--- src/rtl/arisco_seq_pkg.sv ---
// arisco_seq_pkg
// Shared definitions for the instruction sequencer: the controller state
// encoding, the major opcodes the sequencer recognises, and the NOP word
// loaded into the instruction register out of reset.
package arisco_seq_pkg;

  typedef enum logic [2:0] {
    IDLE,
    FETCH,
    DECODE,
    LOAD_WAIT,
    EXECUTE,
    HALT
  } seq_state_t;

  localparam logic [6:0] OP_LUI    = 7'b0110111;
  localparam logic [6:0] OP_JAL    = 7'b1101111;
  localparam logic [6:0] OP_LOAD   = 7'b0000011;
  localparam logic [6:0] OP_OPIMM  = 7'b0010011;
  localparam logic [6:0] OP_OP     = 7'b0110011;
  localparam logic [6:0] OP_STORE  = 7'b0100011;
  localparam logic [6:0] OP_SYSTEM = 7'b1110011;

  localparam logic [31:0] NOP_INSTR = 32'h0000_0013;

endpackage

--- src/rtl/seq_pc_unit.sv ---
// seq_pc_unit
// Combinational PC arithmetic for the sequencer.
// Ports:
//   pc         in  32  address of the current instruction
//   is_jal     in   1  current instruction is a JAL
//   j_field    in  20  instruction[31:12], the raw J-type immediate bits
//   pc_plus4   out 32  pc + 4 (link value and sequential successor)
//   new_pc     out 32  PC to load at the end of EXECUTE
//   misaligned out  1  new_pc is not word aligned
module seq_pc_unit
  import arisco_seq_pkg::*;
(
  input  logic [31:0] pc,
  input  logic        is_jal,
  input  logic [19:0] j_field,
  output logic [31:0] pc_plus4,
  output logic [31:0] new_pc,
  output logic        misaligned
);

  logic [31:0] j_imm;

  // j_field bit k is instruction bit k+12, so the J-immediate scatter
  // {i[31], i[19:12], i[20], i[30:21], 0} maps onto the indices below.
  always_comb begin
    j_imm      = {{11{j_field[19]}}, j_field[19], j_field[7:0], j_field[8],
                  j_field[18:9], 1'b0};
    pc_plus4   = pc + 32'd4;
    new_pc     = is_jal ? (pc + j_imm) : pc_plus4;
    misaligned = (new_pc[1:0] != 2'b00);
  end

endmodule

--- src/rtl/instruction_sequencer.sv ---
// instruction_sequencer
// Multi-cycle controller for the single-instruction datapath. Holds the PC
// and instruction register, fetches over a req/ack handshake, strobes
// exec_en for one cycle per instruction, follows JAL, and halts on SYSTEM,
// illegal opcodes or a misaligned next PC.
// Ports:
//   clk, rst_n       clock (rising edge), asynchronous active-low reset
//   run              in   level enable; leaves IDLE only while high
//   fetch_req/addr   out  fetch request and address (addr equals pc)
//   fetch_ack/data   in   fetch completion and instruction word
//   instruction      out  instruction register
//   pc, pc_next      out  current PC and pc+4
//   exec_en          out  one-cycle datapath write strobe
//   halted, fault    out  sticky halt and fault flags
//   retired_count    out  executed-instruction count (RETIRE_COUNTER_EN only)
// Optional feature macro: RETIRE_COUNTER_EN.
module instruction_sequencer
  import arisco_seq_pkg::*;
#(
  parameter logic [31:0] RESET_PC          = 32'h0000_0000,
  parameter int          FETCH_ALIGN_CHECK = 1
) (
  input  logic        clk,
  input  logic        rst_n,
  input  logic        run,
  output logic        fetch_req,
  output logic [31:0] fetch_addr,
  input  logic        fetch_ack,
  input  logic [31:0] fetch_data,
  output logic [31:0] instruction,
  output logic [31:0] pc,
  output logic [31:0] pc_next,
  output logic        exec_en,
  output logic        halted,
  output logic        fault
`ifdef RETIRE_COUNTER_EN
  ,
  output logic [31:0] retired_count
`endif
);

  seq_state_t  state_q, state_d;
  logic [6:0]  opcode;
  logic [31:0] new_pc;
  logic        misaligned;
  logic        load_ir, take_pc, set_halt, set_fault;

  assign opcode     = instruction[6:0];
  assign fetch_addr = pc;

  seq_pc_unit u_pc_unit (
    .pc         (pc),
    .is_jal     (opcode == OP_JAL),
    .j_field    (instruction[31:12]),
    .pc_plus4   (pc_next),
    .new_pc     (new_pc),
    .misaligned (misaligned)
  );

  always_ff @(posedge clk or negedge rst_n) begin
    if (!rst_n) state_q <= IDLE;
    else        state_q <= state_d;
  end

  // Next-state logic plus the update strobes for the architectural registers.
  always_comb begin
    state_d   = state_q;
    fetch_req = 1'b0;
    exec_en   = 1'b0;
    load_ir   = 1'b0;
    take_pc   = 1'b0;
    set_halt  = 1'b0;
    set_fault = 1'b0;
    case (state_q)
      IDLE: if (run) state_d = FETCH;
      FETCH: begin
        fetch_req = 1'b1;
        if (fetch_ack) begin
          load_ir = 1'b1;
          state_d = DECODE;
        end
      end
      DECODE: begin
        case (opcode)
          OP_LOAD: state_d = LOAD_WAIT;
          OP_LUI, OP_JAL, OP_OPIMM, OP_OP, OP_STORE: state_d = EXECUTE;
          OP_SYSTEM: begin
            state_d  = HALT;
            set_halt = 1'b1;
          end
          default: begin
            state_d   = HALT;
            set_halt  = 1'b1;
            set_fault = 1'b1;
          end
        endcase
      end
      LOAD_WAIT: state_d = EXECUTE;
      EXECUTE: begin
        exec_en = 1'b1;
        take_pc = 1'b1;
        // The PC still moves to the bad target so software can see where it went.
        if ((FETCH_ALIGN_CHECK != 0) && misaligned) begin
          state_d   = HALT;
          set_halt  = 1'b1;
          set_fault = 1'b1;
        end else if (run) begin
          state_d = FETCH;
        end else begin
          state_d = IDLE;
        end
      end
      HALT: state_d = HALT;
      default: state_d = IDLE;
    endcase
  end

  always_ff @(posedge clk or negedge rst_n) begin
    if (!rst_n) begin
      pc          <= RESET_PC;
      instruction <= NOP_INSTR;
      halted      <= 1'b0;
      fault       <= 1'b0;
    end else begin
      if (load_ir)   instruction <= fetch_data;
      if (take_pc)   pc          <= new_pc;
      if (set_halt)  halted      <= 1'b1;
      if (set_fault) fault       <= 1'b1;
    end
  end

`ifdef RETIRE_COUNTER_EN
  // EXECUTE is never entered from HALT, so the count freezes once halted.
  always_ff @(posedge clk or negedge rst_n) begin
    if (!rst_n)       retired_count <= 32'd0;
    else if (exec_en) retired_count <= retired_count + 32'd1;
  end
`endif

endmodule

--- config.mk ---
export PLATFORM = sky130hd
export DESIGN_NAME = instruction_sequencer
export DESIGN_NICKNAME = d
export VERILOG_FILES = /design/src/rtl/arisco_seq_pkg.sv /design/src/rtl/seq_pc_unit.sv /design/src/rtl/instruction_sequencer.sv
export SDC_FILE = /design/constraint.sdc
export NUM_CORES = 1
export LEC_CHECK = 0
export ABC_AREA = 1
export CAP_MARGIN = 10
export CORE_MARGIN = 3
export CORE_UTILIZATION = 45
export CTS_CLUSTER_DIAMETER = 120
export CTS_CLUSTER_SIZE = 8
export DETAILED_ROUTE_END_ITERATION = 7
export GPL_ROUTABILITY_DRIVEN = 0
export PLACE_DENSITY = 0.83
export SLEW_MARGIN = 5
export SYNTH_ARGS = -nofsm -noshare
export SYNTH_HDL_FRONTEND = slang
export SYNTH_SLANG_ARGS = --single-unit
export TNS_END_PERCENT = 100
--- constraint.sdc ---
create_clock -name clk -period 2.5 [get_ports clk]
set_input_delay 0.5 -clock clk [delete_from_list [all_inputs] [get_ports clk]]
set_output_delay 0.5 -clock clk [all_outputs]
set_load 0.02 [all_outputs]
Word-level counts from Yosys, hierarchy flattened
Index checks and enable logic that the tools add are counted.

Add/subtract/negate cells: 2. $mul: 0. Multiplexer cells: 16. $lt $le $gt $ge: 0. Shift operators: 0. Bitwise gates (word level): 0. Divide/modulo/power cells: 0. Reduce and logical (&&, ||, !) cells: 6. Eq/ne operators: 14.

Operator list (number): 32-bit by 3-bit adder with 32-bit output, second input constant (1); 32-bit adder (1); 32-bit two-way mux (1); 7-bit by 6-bit == test with 1-bit output, second input constant (3); 3-bit case mux with 6 select lines (1); 7-bit == test, second input constant (2); 3-bit two-way mux (3); 1-bit two-way mux (8); 7-bit by 2-bit == test with 1-bit output, second input constant (1); 7-bit by 5-bit == test with 1-bit output, second input constant (1); 7-bit OR reduction (1); 3-bit by 2-bit == test with 1-bit output, second input constant (2); 3-bit == test, second input constant (2); 3-bit case mux with 2 select lines (1); 6-bit OR reduction (1); 5-bit OR reduction (1); 2-bit != test, second input constant (2); 1-bit case mux with 2 select lines (2); 3-bit by 1-bit == test with 1-bit output, second input constant (1); 3-bit logical NOT (1); 2-bit AND reduction (1); 2-bit nonzero test (1).

Word-level logic and storage cells: 43. Memory bits (writable): 0. Output and inout port bits: 132. Input bits: 36. Register bits: 69. Bits in read-only memories: 0. Bits in latches: 0. Memories: 0.

Longest topological paths before layout
Gate-level depths: netlist (run 1).

Depth in word-level cells: 5. Mapped depth: 14. Gate-level depth less buffers: 14.

By module
From an unflattened synthesis (run 1), not the netlist that was laid out.

Cell total of the unflattened synthesis: 987. Area, all modules: 6456.2 µm².

By module, submodules not included: seq_pc_unit (area an instance 3357.0 µm², instances 1, cells an instance 683); instruction_sequencer (area an instance 3099.2 µm², instances 1, cells an instance 304).

Worst setup path after synthesis (run 1)
Ideal clock, no wire load.

Path type: register -> output. From: register pc[2] (netlist: fetch_addr[2]). To: output pc_next[30]. Required time: 2.000 ns. Arrival time: 1.741 ns. Setup slack: 0.259 ns. Path buffers: 0. Stages on the path, launching flop included: 8. Path through: dfrtp_1 > ha_1 > nand2_2 > nor2_4 > inv_1 > nor2_1 > nand2_1 > xor2_1.

Longest elaborated chain between the ends: 1.

Ends and longest elaborated chain: start, declared (RTL line instruction_sequencer.sv:31) `output logic [31:0] pc,`; start signal, assigned (RTL line instruction_sequencer.sv:126) `if (take_pc) pc <= new_pc;`; 32-bit by 3-bit adder with 32-bit output (RTL line seq_pc_unit.sv:28) `pc_plus4 = pc + 32'd4;`; end, declared (RTL line instruction_sequencer.sv:32) `output logic [31:0] pc_next,`.

Every way passes these cells.

Worst setup path in the final report (run 1)
From: register pc[14] (netlist: fetch_addr[14]). To: output pc_next[15].

The elaborated chain is that of the path after synthesis.

==> results.json, run 1 <==
{
  "ys.flop_type": "dfrtp_1",
  "multiInputGateArea_um2": 3810,
  "clkSinkCount": 68,
  "clk-insertion-delay-late_ns": 0.35,
  "start_kind": "flop",
  "layout_min_cycle_time_ns": 2.51,
  "first_pass_iters": 5,
  "timing.final.hold_violations": 0,
  "synth_edf_count": 0,
  "synthTopCellsByArea": "dfrtp_1 26%, nand2_1 18%, inv_1 8.5%",
  "vias": 7063,
  "crit_required_ns": 2.00,
  "antenna_found_initial": 0,
  "vias_per_cell": 5.34,
  "r2r_slack_ns": 0.17,
  "cts_made_buffers": 9,
  "htreeDepth": 3,
  "ys_ff_latch": 68,
  "grt_max_degree": 55,
  "ys_warn_count": 0,
  "yosys.area.top_type_share": 0.257,
  "seq_area_um2": 1710,
  "diodes": 0,
  "critPathMaxFanout": 5,
  "pwr-share-clk": 0.124,
  "p_switching_mw": 6.10,
  "placed_cell_area_um2": 8240,
  "p_int_mw": 5.99,
  "area_delta_synth_final_pct": 35.9,
  "yosysMostFrequentCell": "nand2_1",
  "clock_skew_ns": 0.0101,
  "core_area_um2": 13500,
  "netlist_instances": 964,
  "placed_cells": 1303,
  "power_mw": 12.1,
  "final_cells": 1323,
  "grt_pass1_wl_um": 34500,
  "dp_hpwl_um": 16900,
  "netlist_area_um2": 6340,
  "async_reset_ff_frac": 1.00,
  "io_buffers": 164,
  "synth_cell_types": 46,
  "initial_core_util": 0.469,
  "io_pins": 168,
  "grt_pass1_vias": 6811,
  "status": "finished with violations",
  "drc_errors": 0,
  "fill_cells": 1142,
  "finalSetupViolCount": 1,
  "dp_slack_ns": -0.0102,
  "ys_seq_area_frac": 0.269,
  "die_h_um": 125,
  "track_usage": 0.274,
  "rows": 42,
  "cp-end-kind": "output pin",
  "wl_per_cell_um": 16.4,
  "cts_root_buffer": "clkbuf_16",
  "power_frac_seq": 0.175,
  "maxCapViolCount": 0,
  "fmax_ghz": 0.398,
  "pwr-share-comb": 0.701,
  "cts_max_path_buffers": 2,
  "ir_worst_vdd_v": 0.000847,
  "die_w_um": 125,
  "timing.rr.end": "fetch_addr[18]",
  "p_leak_nw": 4.36,
  "hold_class": "in2async",
  "fin_ws_ns": -0.0127,
  "drt_wl_total_um": 21700,
  "worstPathArrival_ns": 2.01,
  "r2r_start": "fetch_addr[4]",
  "drive_gt1_frac": 0.143,
  "synth_commonest_cells": "309 x nand2_1, 143 x inv_1, 93 x nor2_1, 65 x dfrtp_1, 57 x nand3_1",
  "cts.clk_slew.worst_paths_ns": 0.06,
  "power_density_nw_per_um2": 1400,
  "fin_crit_sh": 1.01,
  "layout.nets": 1210,
  "overflow": 0,
  "die-area_um2": 15500,
  "crit_type": "reg2out",
  "violations": "negative setup slack",
  "ant_nets": 0,
  "final_design_area_no_fill_um2": 8620,
  "finalMaxSlewViolations": 0,
  "switching_share": 0.505,
  "r2r_cells": 13,
  "cts_tree": "done",
  "drtIter0Drc": 592,
  "rsz0062_at_grt": "yes",
  "synth_top_area_cell": "dfrtp_1",
  "synth.avg_cell_area_um2": 6.58
}
[sequential cells by signal, summed over array words and instances, names as in the netlist]
name	count
instruction	32
fetch_addr	31
fault	1
halted	1
state_q	3
[cells in the final DEF (no fill, tap or decap), types with 5 or more instances in the layout]
master and n:
nand2_1 307, inv_1 143, clkdlybuf4s50_1 136, nor2_1 91, dfrtp_1 61, nand3_1 57, buf_4 50, a21oi_1 49
ha_1 30, mux2_2 29, o21ai_0 19, xor2_1 16, nand3b_1 12, clkbuf_2 11, clkbuf_16 9, nor3_1 8
nand2_2 8, nand4_1 7, nor2_2 6, xor2_2 6, o22ai_1 5, o21bai_1 5, nor2_4 5, clkdlybuf4s15_1 5
[how the worst max path moves through the flow]
| stage | start | endpoint | depth (start not counted) |
|---|---|---|---|
| global placement | fetch_addr[2] | pc_next[14] | 8 |
| detailed placement | fetch_addr[2] | pc_next[30] | 8 |
| finish | fetch_addr[14] | pc_next[15] | 7 |
| CTS | fetch_addr[20] | pc_next[22] | 8 |
| global route | fetch_addr[14] | pc_next[15] | 7 |
| floorplan | fetch_addr[2] | pc_next[30] | 7 |
[repair_timing]
| item | CTS | global route |
|---|---|---|
| gates resized for setup | 38 | 48 |
| setup buffers | 0 | 4 |
| hold buffers | 0 | 0 |
| setup endpoints to repair | 25 | 29 |
| pin swaps | 0 | 2 |
[power groups by stage]
stage | sequential (mW) | clock [mW] | combinational, mW
global route | 2.16 | 1.57 | 9.29
floorplan | 2.65 | 0 | 4.74
finish | 2.11 | 1.50 | 8.47
CTS | 2.10 | 1.52 | 8.34
global placement | 2.08 | 0 | 8.24
detailed placement | 2.10 | 0 | 8.35
[area by class of cell]
type / instances / area share
repair buffers: 215 / 0.229
flip-flops and latches: 68 / 0.198
inverters: 148 / 0.0645
multi-input cells: 700 / 0.442
clock buffers: 9 / 0.0261
well taps: 176 / 0.0256
clock inverters: 7 / 0.0141
[kinds of logic (layout without fill, tap and decap cells)]
logic type | after synthesis | count (layout) | synth area share
mux | 29 | 29 | 0.0515
fa+ha+maj | 32 | 32 | 0.0643
xor+xnor | 27 | 27 | 0.0409
simple gates | 519 | 519 | 0.354
compound gates | 90 | 90 | 0.0787
other cells | 1 | 3 | 0.000591
flops | 68 | 68 | 0.269
buf+inv | 198 | 379 | 0.141
[routing by layer]
metal  track usage  wire (um)  vias to the layer above
met2         0.431       9490                      428
met4         0.131       1110                        0
met1         0.350       8680                     3204
met3        0.0729       2420                       75
li1              -          -                     3356
met5             0          0                        -
[worst max-delay path, stage by stage (launching register included)]
cell and delay, ns:
dfrtp_1 0.43, nand2_2 0.13, nor2_2 0.14, nand2_1 0.12, nor3_4 0.26, buf_4 0.16, xor2_1 0.24, buf_4 0.20
[through the flow]
| stage | setup TNS, ns | hold WS [ns] | util |
|---|---|---|---|
| after CTS | 0 | 0.0721 | 0.635 |
| after floorplan | 0 | 0.204 | - |
| after detailed placement | -0.0147 | 0.441 | 0.610 |
| final | -0.0127 | 0.0736 | 0.638 |
| after global routing | -0.0811 | 0.104 | 0.638 |
| after global placement | 0 | 0.437 | 0.610 |
(Power assumes the default switching activity.)
==> run 2: changes to the inputs <==
--- a/config.mk
+++ b/config.mk
@@ -7,7 +7,7 @@
 export LEC_CHECK = 0
 export ABC_AREA = 1
 export CAP_MARGIN = 10
-export CORE_MARGIN = 3
+export CORE_MARGIN = 5
 export CORE_UTILIZATION = 45
 export CTS_CLUSTER_DIAMETER = 120
 export CTS_CLUSTER_SIZE = 8
@@ -18,4 +18,3 @@
 export SYNTH_ARGS = -nofsm -noshare
 export SYNTH_HDL_FRONTEND = slang
 export SYNTH_SLANG_ARGS = --single-unit
-export TNS_END_PERCENT = 100
==> results.json, run 2 (same netlist as run 1, synthesis figures left out) <==
{
  "crit_type": "reg2out",
  "p_switching_mw": 6.06,
  "power_density_nw_per_um2": 1390,
  "io_pins": 168,
  "power_frac_seq": 0.177,
  "cts.clk_slew.worst_paths_ns": 0.05,
  "largest_register": "instruction",
  "cts_max_path_buffers": 2,
  "holdBufCountCts": 0,
  "p_int_mw": 5.83,
  "layout.nets": 1214,
  "die-area_um2": 16600,
  "io_buffers": 164,
  "clk-insertion-delay-late_ns": 0.35,
  "fin_crit_sh": 0.967,
  "timing.hold.ws_ns": 0.167,
  "crit_required_ns": 2.00,
  "diodes": 0,
  "cts_tree": "done",
  "rows": 43,
  "layout_min_cycle_time_ns": 2.42,
  "overflow": 0,
  "cts_root_buffer": "clkbuf_16",
  "pwr-share-clk": 0.111,
  "drive_gt1_frac": 0.149,
  "grt_pass1_wl_um": 34200,
  "grt_pass1_vias": 6709,
  "htreeDepth": 3,
  "first_pass_iters": 6,
  "drtIter0Drc": 796,
  "most-common-layout-cells": "307 x nand2_1, 143 x inv_1, 135 x clkdlybuf4s50_1",
  "vias": 6964,
  "grt_max_degree": 69,
  "critPathMaxFanout": 4,
  "drc_errors": 0,
  "core_area_um2": 13800,
  "die_w_um": 129,
  "fin_ws_ns": 0.0825,
  "start_kind": "flop",
  "p_leak_nw": 4.34,
  "largest_reg_flops": 32,
  "status": "complete, no violations",
  "finalSetupViolCount": 0,
  "cts_made_buffers": 9,
  "dp_slack_ns": -0.0131,
  "drt_wl_total_um": 21900,
  "fmax_ghz": 0.414,
  "dp_hpwl_um": 17300,
  "wl_per_cell_um": 16.4,
  "cp-end-kind": "output pin",
  "hold_class": "in2async",
  "area_delta_synth_final_pct": 35.4,
  "maxCapViolCount": 0,
  "initial_core_util": 0.459,
  "worstPathArrival_ns": 1.92,
  "clkSinkCount": 68,
  "die_h_um": 129,
  "ir_worst_vdd_v": 0.000850,
  "finalMaxSlewViolations": 0,
  "vias_per_cell": 5.23,
  "pwr-share-comb": 0.712,
  "track_usage": 0.263,
  "power_mw": 11.9,
  "ant_nets": 0,
  "timing.final.hold_violations": 0,
  "switching_share": 0.510,
  "antenna_found_initial": 0,
  "final_common_cell": "nand2_1",
  "clock_skew_ns": 0.00970
}
-- run 2: cell count changes in the layout (fill, tap and decap cells not counted), sizes merged --
cell           previous run  this run
clkbuf                   20        29
clkdlybuf4s15             6         2
buf                      56        59
bufinv                    3         1
clkinv                    3         1
clkinvlp                  0         2
inv                     149       147
clkdlybuf4s50           136       135
dlygate4sd2               4         5
-- run 2: worst max-delay path, cell delays in order, from the launching register on --
cell	delay, ns
dfrtp_1	0.36
ha_1	0.19
nand2_2	0.09
nor2_4	0.12
nand2_2	0.08
nor2_4	0.17
nand3_2	0.12
xnor2_2	0.23
buf_2	0.22
-- run 2: worst paths after layout --
path | to | slack, ns | cells after the start | start
setup reg to reg | fetch_addr[13] | 0.15 | 11 | fetch_addr[2]
min in group clk | fault | 0.50 | 1 | fault
max in group asynchronous | fetch_addr[1] | 1.99 | 2 | rst_n
setup / recovery | pc_next[16] | 0.08 | 8 | fetch_addr[2]
hold / removal | fetch_addr[29] | 0.17 | 2 | rst_n
hold reg to reg | fault | 0.50 | 1 | fault
-- run 2: timing repair --
action / in CTS / in global routing
resized for setup: 41 / 49
hold endpoints to repair: 0 / 0
buffers inserted: 0 / 5
endpoints found under the setup margin: 26 / 30
-- run 2: cell type report --
class	count	area (um2)
Fill cell	1252	5240
Multi-Input combinational cell	700	3810
Timing Repair Buffer	219	1980
Sequential cell	68	1710
Inverter	148	556
Clock buffer	13	260
Tap cell	180	225
Clock inverter	3	45.0
-- run 2: metrics by stage --
| step | TNS (ns) | area (um2) | cells | utilization |
|---|---|---|---|---|
| after detailed placement | -0.0193 | 8270 | 1310 | 0.598 |
| after global placement | 0 | 8270 | 1310 | 0.598 |
| after floorplan | 0 | 6350 | 966 | - |
| after global routing | -0.0195 | 8580 | 1331 | 0.621 |
| after CTS | 0 | 8560 | 1326 | 0.619 |
| final | 0 | 8580 | 1331 | 0.621 |
-- run 2: routing by layer --
| metal | up-vias | track usage | share of wire |
|---|---|---|---|
| li1 | 3354 | - | - |
| met1 | 3124 | 0.337 | 0.40 |
| met2 | 417 | 0.411 | 0.44 |
| met3 | 69 | 0.0735 | 0.12 |
| met4 | 0 | 0.125 | 0.047 |
| met5 | - | 0 | 0 |
-- run 2: power by group through the flow --
stage / Combinational [mW] / Clock [mW] / Sequential (mW)
after floorplan: 4.74 / 0 / 2.65
after global placement: 8.28 / 0 / 2.07
after detailed placement: 8.40 / 0 / 2.10
after CTS: 8.37 / 1.34 / 2.08
after global routing: 9.26 / 1.39 / 2.16
final: 8.46 / 1.32 / 2.11
==> patch 1: new RTL, flow settings as in run 1 <==
Encoding of `seq_state_t`: now one-hot (6 bits for 6 states).
--- a/src/rtl/arisco_seq_pkg.sv
+++ b/src/rtl/arisco_seq_pkg.sv
@@ -4,13 +4,13 @@
 // loaded into the instruction register out of reset.
 package arisco_seq_pkg;
 
-  typedef enum logic [2:0] {
-    IDLE,
-    FETCH,
-    DECODE,
-    LOAD_WAIT,
-    EXECUTE,
-    HALT
+  typedef enum logic [5:0] {
+    IDLE      = 6'b000001,
+    FETCH     = 6'b000010,
+    DECODE    = 6'b000100,
+    LOAD_WAIT = 6'b001000,
+    EXECUTE   = 6'b010000,
+    HALT      = 6'b100000
   } seq_state_t;
 
   localparam logic [6:0] OP_LUI    = 7'b0110111;
Function: no difference found for any inputs over 10 cycles, from zero or initial values and one cycle with rst_n low; not proved beyond that.
==> patch 1 against run 1 <==
- the flow still finishes with violations (negative setup slack)
- wire length up 0.88%
- clock skew fell by 0.0026 ns
- synthesized area increased by 2.5%
- sequential cell count grew 3
- setup slack worse by 0.020 ns
- sequential share of layout area up 0.28 points
- design area up 2.8%
Power is not compared: it rests on default switching activity, and its combinational part moved more than twofold at a synthesized area within 25%.
==> patch 1: results (changes against run 1) <==
[finish]
n_antenna_cell = 0  ; unchanged
multi_input_cells = 719  ; +2.7%
nNonClkBuffers = 227  ; +5.6%
buf_share_pct = 23.0  ; +0.14 points
drive_above_1_share_pct = 15.7  ; +1.4 points
num-fill-cells = 1176  ; +3.0%
multi_input_area_share_pct = 44.2  ; -0.076 points
sh_seq_area_pct = 20.1  ; +0.28 points
nClkBuffers = 11  ; +2
clock_area_share_pct = 3.83  ; -0.19 points
nNetsFinal = 1245  ; +2.9%
area_growth_pct = 36.3
inv_count = 149  ; +0.68%
stdcell_count = 1362  ; +2.9%

[sta]
final.setup.tns_ns = -0.0330  ; -0.0203 ns
hold-worst-slack_ns = 0.171  ; +0.0977 ns
setup_viol = 1  ; unchanged
fin_ws_ns = -0.0330  ; -0.0203 ns
finClkSkew_ns = 0.00749  ; -0.00258 ns

[clocking]
path_clk_slew_ns = 0.06  ; about the same
post_cts_buffers = 4  ; +4
cts.sinks = 71  ; +4.4%

[worst_setup_path]
r2r-start = fetch_addr[15]$_DFFE_PN0P_
reg2reg_slack_ns = 0.11  ; -0.06 ns
arrival_ns = 2.03  ; +0.02 ns
worstSetupStartpoint = fetch_addr[11]$_DFFE_PN0P_
cp_max_fo = 4  ; -1
reg2regPathDepth = 11  ; -2
endpoint = pc_next[21]

[yosys]
synth_mux_area_share_pct = 5.02  ; -0.13 points
synth_commonest_cells = nand2_1 (314), inv_1 (146), nor2_1 (91)
synth-xor-area-share_pct = 3.43  ; -0.66 points
ys_top_cells_by_area = dfrtp_1 (26%), nand2_1 (18%), inv_1 (8.4%)
synthCells = 986  ; +2.3%
synth_adder_area_share_pct = 6.28  ; -0.16 points
ys_seq_area_share_pct = 27.4  ; +0.51 points
synth_compound_area_share_pct = 7.82  ; -0.059 points

[pwr]
p_total_mw = 6.45
powerSeq_mw = 1.80
switchingPower_mw = 2.60
ir_drop_mv = 0.374

[routing]
dr_wl_met3_um = 2140  ; -12%
dr_total_vias = 7285  ; +3.1%
met2_length_um = 9860  ; +3.8%
drtIter0Drc = 790  ; +33%
routed_wl_um = 21900  ; +0.88%
wl_met1_um = 9000  ; +3.7%

[place]
place_area_um2 = 8440  ; +2.3%
preCtsSetupSlack_ns = 0.0139  ; +0.0241 ns
dp.cells = 1335  ; +2.5%
dp_hpwl_um = 16700  ; -1.3%

[global_routing]
grt_pass1_wl_um = 34300  ; -0.46%
grtUsageMet3_pct = 4.71  ; -2.6 points
use_met1_pct = 36.2  ; +1.1 points
grt_pass1_vias = 6826  ; +0.22%
grt_max_degree = 72  ; +31%
met2_usage_pct = 42.2  ; -0.91 points
grt.total_usage_pct = 26.8  ; -0.62 points

[run_status]
violations = negative setup slack
status = finished with violations

## patch 1: worst min-delay path by stage
stage / start / endpoint / depth (start not counted)
CTS: rst_n / instruction[30]$_DFFE_PN0P_ / 2
global route: rst_n / instruction[8]$_DFFE_PN0P_ / 2
floorplan: rst_n / fault$_DFFE_PN0P_ / 0
global placement: fault$_DFFE_PN0P_ / fault$_DFFE_PN0P_ / 1
finish: rst_n / instruction[10]$_DFFE_PN0P_ / 2
detailed placement: fault$_DFFE_PN0P_ / fault$_DFFE_PN0P_ / 1
## patch 1: worst reg2reg max path: stages, from the launching register on
cell and delay [ns]:
dfrtp_1 0.45, buf_4 0.17, buf_4 0.15, ha_1 0.39
nand2_1 0.12, nor2_1 0.19, inv_1 0.06, o21bai_1 0.22
nand2_1 0.10, nand4_1 0.09, nand3_1 0.15, a21oi_1 0.22
==> patch 2: new RTL, settings of run 1 <==
Made on the original files. Add a define of `RETIRE_COUNTER_EN`.
--- a/src/rtl/instruction_sequencer.sv
+++ b/src/rtl/instruction_sequencer.sv
@@ -14,6 +14,8 @@
 //   halted, fault    out  sticky halt and fault flags
 //   retired_count    out  executed-instruction count (RETIRE_COUNTER_EN only)
 // Optional feature macro: RETIRE_COUNTER_EN.
+`define RETIRE_COUNTER_EN
+
 module instruction_sequencer
   import arisco_seq_pkg::*;
 #(
Behaviour (old outputs only; new: retired_count): unchanged (Yosys induction, for registers that start in step).
==> patch 2 against run 1 <==
- the run now ends clean
- wire length grew 19%
- count of clock-buffer cells in the layout unchanged
- fmax is 2.0% higher
- setup slack improved by 0.050 ns
- sequential share of layout area up 3.5 points
- design area grew 25%
- sequential cell count increased by 32
- synthesized area increased by 26%
- utilization down 1.7 points
- power up 21%
- sequential power up 35%
- clock skew up 0.00063 ns
- non-clock buffer count is 49 higher
- critical path type unchanged
- largest cell class unchanged
==> patch 2: results (changes against run 1) <==
[finish]
sh_seq_area_pct = 23.4  ; +3.5 points
multi_input_cells = 837  ; +20%
nClkBuffers = 9  ; unchanged
clock_area_share_pct = 2.82  ; -1.2 points
drive_above_1_share_pct = 14.8  ; +0.53 points
nNonClkBuffers = 264  ; +23%
multi_input_area_share_pct = 43.1  ; -1.1 points
post-route-cell-area_um2 = 10700  ; +25%
inv_count = 159  ; +7.4%
buf_share_pct = 22.5  ; -0.44 points
num-fill-cells = 1529  ; +34%
stdcell_count = 1601  ; +21%
nNetsFinal = 1440  ; +19%

[global_routing]
grt_pass1_wl_um = 40900  ; +19%
grt_max_degree = 63  ; +15%
grt.total_usage_pct = 26.0  ; -1.4 points
grtUsageMet3_pct = 6.66  ; -0.63 points
grt_pass1_vias = 8006  ; +18%
use_met1_pct = 32.1  ; -2.9 points
met2_usage_pct = 43.2  ; +0.056 points

[sta]
finClkSkew_ns = 0.0107  ; +0.000626 ns

[routing]
met2_length_um = 11800  ; +25%
via_per_inst = 5.22  ; -2.2%
wl_met1_um = 10400  ; +20%
dr_wl_met3_um = 2350  ; -3.2%
drtIter0Drc = 685  ; +16%
routed_wl_um = 25800  ; +19%

[clocking]
clockBufferDepth = 2  ; unchanged
cts.sinks = 100  ; +47%
clk_latency_ns = 0.36
htreeDepth = 3  ; unchanged
cts-root-buf = clkbuf_16
path_clk_slew_ns = 0.08  ; +0.02 ns

[yosys]
synth_commonest_cells = nand2_1 (352), inv_1 (158), nor2_1 (111)
ys_seq_area_share_pct = 31.4  ; +4.5 points
yosys_most_used_dff = dfrtp_1
ys_types = 47  ; +2.2%
synthCells = 1146  ; +19%
ys_top_cells_by_area = dfrtp_1 (30%), nand2_1 (17%), inv_1 (7.4%)
synth_top_cell_area_share_pct = 30.5  ; +4.8 points

[run_status]
status = complete, no violations

[worst_setup_path]
cp_slowest_cell = dfrtp_1
reg2regPathDepth = 14  ; +1
cp_max_fo = 4  ; -1
arrival_ns = 1.96  ; -0.05 ns

[pwr]
ir_drop_mv = 0.841  ; -0.71%
p_leak_nw = 5.28  ; +21%

[place]
place_area_um2 = 10300  ; +26%
dp_hpwl_um = 20100  ; +19%
preCtsSetupSlack_ns = -0.0225  ; -0.0123 ns
portBuffers = 196  ; +20%

[die]
rows = 48  ; +14%

[worst_hold_path]
min_path_type = in2async

## patch 2: cell types whose count changed in the layout (fill, tap and decap cells not counted), moves of 10 or more
cell,change
nand3_2,+10
a21oi_1,+10
xnor2_1,+14
buf_4,+18
clkdlybuf4s50_1,+32
nor3_1,+16
xor2_1,+16
nor2_1,+14
inv_1,+15
dfrtp_1,+30
nand2_1,+42
## patch 2: kinds of logic after synthesis
family	Yosys count	synth area share, %
simple gates	623	34.9
buf+inv	211	11.9
flops	100	31.4
compound gates	94	6.31
xor+xnor	56	6.25
fa+ha+maj	33	5.28
mux	28	3.96
other cells	1	0.0471
## patch 2: timing repair
item / in CTS / in global routing
hold endpoints to repair: 0 / 0
gates resized for setup: 65 / 46
endpoints found under the setup margin: 27 / 26
pin swaps: 2 / 4
setup buffers: 4 / 6
## patch 2: power breakdown
| group | internal (mW) | total (mW) | switching, mW | leakage (nW) |
|---|---|---|---|---|
| Clock | 0.714 | 1.45 | 0.738 | 0.150 |
| Combinational | 4.20 | 10.3 | 6.08 | 3.91 |
| Sequential | 2.18 | 2.84 | 0.663 | 1.22 |
## patch 2: final timing paths
kind                       slack, ns                           to                        from
max                             0.04                  pc_next[30]   fetch_addr[7]$_DFFE_PN0P_
min                              0.1  instruction[19]$_DFFE_PN0P_                       rst_n
max reg2reg                     0.13   fetch_addr[25]$_DFFE_PN0P_   fetch_addr[2]$_DFFE_PN0P_
min reg2reg                     0.51   instruction[9]$_DFFE_PN0P_  instruction[9]$_DFFE_PN0P_
max in group asynchronous       1.63   fetch_addr[15]$_DFFE_PN0P_                       rst_n
min in group clk                0.51   instruction[9]$_DFFE_PN0P_  instruction[9]$_DFFE_PN0P_
